### config.mk
export PLATFORM = sky130hd
export DESIGN_NAME = inst_fetch
export DESIGN_NICKNAME = d
export VERILOG_FILES = /design/src/rtl/riscv_pkg.sv /design/src/rtl/fetch_fifo.sv /design/src/rtl/inst_fetch.sv
export SDC_FILE = /design/constraint.sdc
export NUM_CORES = 1
export LEC_CHECK = 0
export BUFFER_PORTS_ARGS = -buffer_cell sky130_fd_sc_hd__buf_2
export CAP_MARGIN = 20
export CORE_MARGIN = 10
export CORE_UTILIZATION = 25
export DETAILED_ROUTE_END_ITERATION = 6
export SLEW_MARGIN = 15
export SYNTH_ARGS = -nofsm -noshare
export SYNTH_HDL_FRONTEND = slang
export SYNTH_SLANG_ARGS = --single-unit
### constraint.sdc
create_clock -name clk -period 7 [get_ports clk]
set_input_delay 1.4 -clock clk [delete_from_list [all_inputs] [get_ports clk]]
set_output_delay 1.4 -clock clk [all_outputs]
set_load 0.01 [all_outputs]
### src/rtl/riscv_pkg.sv
// riscv_pkg: shared constants and types for the fetch front end.
// Holds the fetch FIFO entry layout used by inst_fetch and fetch_fifo.
package riscv_pkg;

   localparam int          XLEN        = 32;
   localparam int          IMEM_ADDR_W = 10;
   localparam logic [31:0] RESET_PC    = 32'h0000_0000;
   localparam logic [31:0] NOP         = 32'h0000_0013;

   typedef struct packed {
      logic [XLEN-1:0] pc;
      logic [XLEN-1:0] instr;
   } fetch_entry_t;

endpackage

### src/rtl/fetch_fifo.sv
// fetch_fifo: DEPTH-entry buffer of {pc, instr} between fetch and decode.
// Registered storage, power-of-two pointers, synchronous flush.
module fetch_fifo
   import riscv_pkg::*;
#(
   parameter int DEPTH = 2,
   parameter int CW    = $clog2(DEPTH) + 1
) (
   input  logic         clk,
   input  logic         rst_n,
   input  logic         flush,
   input  logic         push,
   input  fetch_entry_t push_data,
   input  logic         pop,
   output fetch_entry_t head,
   output logic [CW-1:0] count
);

   localparam int PW = $clog2(DEPTH);

   fetch_entry_t mem [DEPTH];
   logic [PW-1:0] wr_ptr;
   logic [PW-1:0] rd_ptr;
   logic          full;
   logic          empty;

   assign full  = (count == CW'(DEPTH));
   assign empty = (count == '0);
   assign head  = mem[rd_ptr];

   always_ff @(posedge clk or negedge rst_n) begin
      if (!rst_n) begin
         wr_ptr <= '0;
         rd_ptr <= '0;
         count  <= '0;
      end else if (flush) begin
         wr_ptr <= '0;
         rd_ptr <= '0;
         count  <= '0;
      end else begin
         if (push) wr_ptr <= wr_ptr + PW'(1);
         if (pop)  rd_ptr <= rd_ptr + PW'(1);
         unique case ({push, pop})
            2'b10:   count <= count + CW'(1);
            2'b01:   count <= count - CW'(1);
            default: count <= count;
         endcase
      end
   end

   always_ff @(posedge clk or negedge rst_n) begin
      if (!rst_n) begin
         for (int i = 0; i < DEPTH; i++) mem[i] <= '0;
      end else if (push && !flush) begin
         mem[wr_ptr] <= push_data;
      end
   end

   // A push into a full FIFO is only legal when the head leaves in the same cycle.
   a_no_overflow: assert property (@(posedge clk) disable iff (!rst_n)
      !(push && full && !pop));
   a_no_underflow: assert property (@(posedge clk) disable iff (!rst_n)
      !(pop && empty));

endmodule

### src/rtl/inst_fetch.sv
// inst_fetch: owns the PC, issues one inst_mem read per cycle and feeds
// decode through fetch_fifo; a redirect flushes and restarts the stream.
module inst_fetch
   import riscv_pkg::*;
#(
   parameter int          ADDR_W   = IMEM_ADDR_W,
   parameter int          DEPTH    = 2,
   parameter logic [31:0] RESET_PC = riscv_pkg::RESET_PC
) (
   input  logic              clk,
   input  logic              rst_n,
   output logic [ADDR_W-1:0] imem_addr,
   output logic              imem_ren,
   input  logic [31:0]       imem_rdata,
   input  logic              redirect_valid,
   input  logic [31:0]       redirect_pc,
   output logic              if_valid,
   input  logic              if_ready,
   output logic [31:0]       if_instr,
   output logic [31:0]       if_pc
);

   localparam int CW = $clog2(DEPTH) + 1;

   logic [31:0]   fetch_pc;
   logic [31:0]   infl_pc;
   logic          inflight;
   logic [CW-1:0] count;
   logic [CW:0]   occ;
   logic          pop;
   logic          push;
   logic          issue;
   fetch_entry_t  push_data;
   fetch_entry_t  head;

   assign if_valid  = (count != '0);
   assign pop       = if_valid & if_ready;
   assign push      = inflight & ~redirect_valid;
   assign push_data = '{pc: infl_pc, instr: imem_rdata};

   // Slots already committed after this cycle's pop; never issue past DEPTH.
   assign occ   = {1'b0, count} + (CW+1)'(inflight) - (CW+1)'(pop);
   assign issue = rst_n & ~redirect_valid & (occ < (CW+1)'(DEPTH));

   assign imem_ren  = issue;
   assign imem_addr = fetch_pc[ADDR_W+1:2];
   assign if_instr  = if_valid ? head.instr : '0;
   assign if_pc     = if_valid ? head.pc    : '0;

   always_ff @(posedge clk or negedge rst_n) begin
      if (!rst_n) begin
         fetch_pc <= RESET_PC;
         infl_pc  <= '0;
         inflight <= 1'b0;
      end else if (redirect_valid) begin
         fetch_pc <= redirect_pc & ~32'd3;
         inflight <= 1'b0;
      end else if (issue) begin
         fetch_pc <= fetch_pc + 32'd4;
         infl_pc  <= fetch_pc;
         inflight <= 1'b1;
      end else begin
         inflight <= 1'b0;
      end
   end

   fetch_fifo #(
      .DEPTH (DEPTH),
      .CW    (CW)
   ) u_fifo (
      .clk       (clk),
      .rst_n     (rst_n),
      .flush     (redirect_valid),
      .push      (push),
      .push_data (push_data),
      .pop       (pop),
      .head      (head),
      .count     (count)
   );

endmodule

* Word level (Yosys, flattened, before mapping)
Cells that the tools add are included.
** Storage, ports and cells
- Flip-flop bits (word level) :: 197
- Input port bits :: 68
- Output and inout port bits :: 76
- Word-level logic and storage cells :: 57
** Operators by class
- Add/subtract/negate cells :: 7
- Magnitude comparators :: 4
- Eq/ne operators :: 2
- Muxes and demuxes :: 18
- Bitwise logic cells :: 7
- Reductions and logical operators :: 9
** Operators by type and width (count)
- two-way mux 64 bit :: 4
- bitwise mux 128 bit :: 1
- two-way mux 32 bit :: 4
- demux 64 bit (select 1 bit) :: 1
- adder 32 x 3 -> 32 bit (second input constant) :: 1
- nonzero test 2 bit :: 4
- two-way mux 1 bit :: 6
- AND 1 bit :: 4
- >= comparator 2 bit (second input constant) :: 2
- NOT 1 -> 2 bit :: 2
- one-hot mux 2 bit (2 select lines) :: 1
- adder 2 x 1 -> 3 bit :: 1
- < comparator 3 x 2 -> 1 bit (second input constant) :: 1
- nonzero test 3 bit :: 1
- subtractor 3 x 1 -> 3 bit :: 1
- adder 1 bit (second input constant) :: 2
- adder 2 x 1 -> 2 bit (second input constant) :: 1
- == test 2 x 1 -> 1 bit (second input constant) :: 1
- == test 2 bit (second input constant) :: 1
- logical AND 1 bit :: 2
- < comparator 2 x 1 -> 1 bit (second input constant) :: 1
- two-way mux 2 bit :: 1
- AND reduction 2 bit :: 1
- subtractor 2 x 1 -> 2 bit (second input constant) :: 1
- other kinds (2) :: 2

* Longest topological paths before layout
- Word-level depth :: 7
- Mapped depth :: 13
- Gate-level depth less buffers :: 11

* Cells and area by module
A second synthesis with hierarchy kept.
** Second synthesis, totals
- Cell total of the unflattened synthesis :: 780
- Area, all modules :: 9547.9 um^2
** By module, submodules not included
- fetch_fifo :: times used 1, cells an instance 359, area each 6033.3 um^2
- inst_fetch :: times used 1, cells an instance 421, area each 3514.6 um^2

* Worst setup path after synthesis
Ideal clock, no wire load.
- Path kind :: input -> output
- From :: input port if_ready
- To :: output port imem_ren
- Arrival time :: 3690 ps
- Setup slack :: 1910 ps
- Stages on the path :: 11
- Cells stage by stage :: inv_1 -> nor2_1 -> ha_1 -> nand2b_1 -> fa_1 -> xor2_1 -> or3_1 -> clkbuf_1 -> inv_1 -> buf_2 -> buf_1
** Between the ends
- Word-level cells in the longest chain between the ends :: 4
** Ends and longest elaborated chain
- start: declaration :: RTL line inst_fetch.sv:18 : input logic if_ready,
- AND 1 bit :: RTL line inst_fetch.sv:37 : assign pop = if_valid & if_ready;
- subtractor 3 x 1 -> 3 bit :: RTL line inst_fetch.sv:42 : assign occ = {1'b0, count} + (CW+1)'(inflight) - (CW+1)'(pop);
- < comparator 3 x 2 -> 1 bit :: RTL line inst_fetch.sv:43 : assign issue = rst_n & ~redirect_valid & (occ < (CW+1)'(DEPTH));
- AND 1 bit :: RTL line inst_fetch.sv:43
- end: declaration :: RTL line inst_fetch.sv:13 : output logic imem_ren,
Every way passes these cells.

* Worst setup path after layout
Ends and elaborated chain as after synthesis.

==> run metrics <==
status=completed; post-synth top area cell=dfrtp_1; synth top area cells=dfrtp_1, mux2_2, mux2i_1; vias per cell=4.58; crit-path max FO=3; number of CTS-inserted buffers=17; IR drop worst, VDD=0.240 mV; Slew Limit Fails=0; cell chosen for the clock root=clkbuf_16; Hold WC Path Type=reg2reg; postcts setup bufs=0; Final Instance Count excl. Fillers=1361; hold_sp=infl_pc[28]; H-tree levels=4; CTS hold repair buffers=0; I/O pin count=144; Hold Path Depth=2; antenna viol nets, final=0; R2R Setup Slk=3210 ps; Max Cap Viol=0; Power Density=391 nW/um2; Top FF cell, synth=dfrtp_1; global-route wire length before repair=37.6 mm; min Tclk post-route=4960 ps; WP data arrival=3560 ps; final wirelength=23.4 mm; DRC=0; Syn Inst Count=784; Final setup viols=0; ant diodes=0; Slew HR=0.361; vias in the first global route=6498; flop and latch count out of synthesis=189; RR Endpoint=fetch_pc[14]; top cell type's share of synthesized area=0.539; Clock Skew=16.1 ps; I/O Buffers=139; Net count, final=964; Final Hold Vio Count=0; Tot Pwr=4.12 mW; DRT Pass-1 Iters=5; RSZ-0062 raised after global routing=no; initial antenna violation count=0; Die Y=207 um; drt wl/cell=17.2 um; die area=43000 um2; largest net degree at the start of global routing=73; initial core utilization=0.254; Leakage=4.82 nW; CP Class=in2out; FF-to-FF Start=u_fifo.count[1]; clk buf depth=2; post-cts sizing count=0; share of async-settable or async-resettable flops after synthesis=1.00; 1st-iter DRT viols=450; CTS clk-pin slew, worst paths=80 ps; Fmax=202 MHz; Clock Latency Late Sink=440 ps; syn avg cell area=11.2 um2; Worst Hold Path EP=infl_pc[28]; placed cells=1329; Die Wd=207 um; setup TNS=0 ps; data required time of the worst path=5600 ps; Post-synth EDFFs=0; gpl congestion=0.757; synthesized cell area=8780 um2; Area Growth Syn to Fin=20.0%; startpoint type of the worst setup path=input port; routed vias=6234; period utilization=0.709; CP endpoint kind=output pin; Tightest Pin Transition=955 ps; cell depth of the worst flop-to-flop path=12; Core Area=34600 um2; register area share after synthesis=0.539; fraction of layout instances using a drive strength above 1=0.350; Synth cell types=48; Total GRT Usage=0.110; Synth Warn #=0; global route total overflow=0; CTS tree=yes; HPWL after DPL=15.9 mm; CTS sink count=189; row count=68
[cells in the final DEF (no fill, tap or decap), types with 8 or more instances in the layout]
master     Yosys  routed
mux2i_1       62      62
o21ai_0       24      24
nor2_1        79      78
clkbuf_16      0      17
nor4_1         8       8
nand2_1      114     114
inv_1         10      10
buf_2          4     138
buf_4         12       9
dfrtp_1      189     188
mux2_2       124     124
nand3_1       16      15
o311ai_0       9       9
nor3_1        10       9
[cell usage after synthesis (5+ instances only)]
cell	number
a21oi_1	7
a221o_1	7
a22oi_1	5
buf_4	12
clkbuf_1	41
dfrtp_1	189
inv_1	10
mux2_2	124
mux2i_1	62
nand2_1	114
nand3_1	16
nand4_1	6
nor2_1	79
nor3_1	10
nor4_1	8
o21ai_0	24
o311ai_0	9
xnor2_1	5
[area by class of cell]
cell class / count / area (um2)
sequential: 189 / 4730
clock inverter: 14 / 200
fill: 3575 / 24100
tap: 455 / 569
clock buffer: 18 / 439
multi-input combinational: 525 / 3760
timing repair buffer: 149 / 792
inverter: 11 / 41.3
[worst max-delay path by stage]
stage              from       end  slack [ps]  cells past startpoint
2_1_floorplan  if_ready  imem_ren        1910                     11
3_3_place_gp   if_ready  imem_ren        2050                     10
3_5_place_dp   if_ready  imem_ren        2060                     10
4_1_cts        if_ready  imem_ren        2040                     10
5_1_grt        if_ready  imem_ren        1900                     10
6_report       if_ready  imem_ren        2040                     10
[report_power, final]
group | internal, mW | switching (mW) | total [mW]
combinational | 0.603 | 0.632 | 1.24
sequential | 1.54 | 0.292 | 1.83
clock | 0.587 | 0.463 | 1.05
total | 2.73 | 1.39 | 4.12
[per-layer routing]
layer | global-route usage | share of wire
met3 | 0.0356 | 0.062
met4 | 0.0294 | 0.0085
met2 | 0.172 | 0.46
met1 | 0.142 | 0.47
met5 | 0 | 0
[cell families after synthesis]
kind of cell | synth area share
buffers and inverters | 0.0361
AND/OR/NAND/NOR | 0.125
multiplexers | 0.230
adder cells (fa/ha/maj) | 0.00513
AO/OA/AOI/OAI | 0.0580
XOR/XNOR | 0.00698
other | 0.000427
flip-flops | 0.539
[flip-flops by register name, indices dropped and copies added, names as in the netlist]
name           flops
inflight           1
u_fifo.count       2
u_fifo.rd_ptr      1
fetch_pc          30
infl_pc           30
u_fifo.wr_ptr      1
u_fifo.mem       124
[per-stage QoR]
step           hold slack, ps  area, um2   util  setup slack, ps
6_report                  501      10500  0.304             2040
5_1_grt                   522      10500  0.304             1900
4_1_cts                   509      10500  0.304             2040
3_5_place_dp              490       9900  0.286             2060
3_3_place_gp              480       9880  0.285             2050
2_1_floorplan             458       8780      -             1910
[worst max-delay path, stage by stage]
cell and delay (ps):
buf_2 90, inv_1 60, nor2_1 250, ha_1 290, nand2b_1 150, fa_1 380, xor2_1 150, or3_2 470
inv_1 150, buf_2 160
Note: power is estimated with default switching activity, not from simulation.
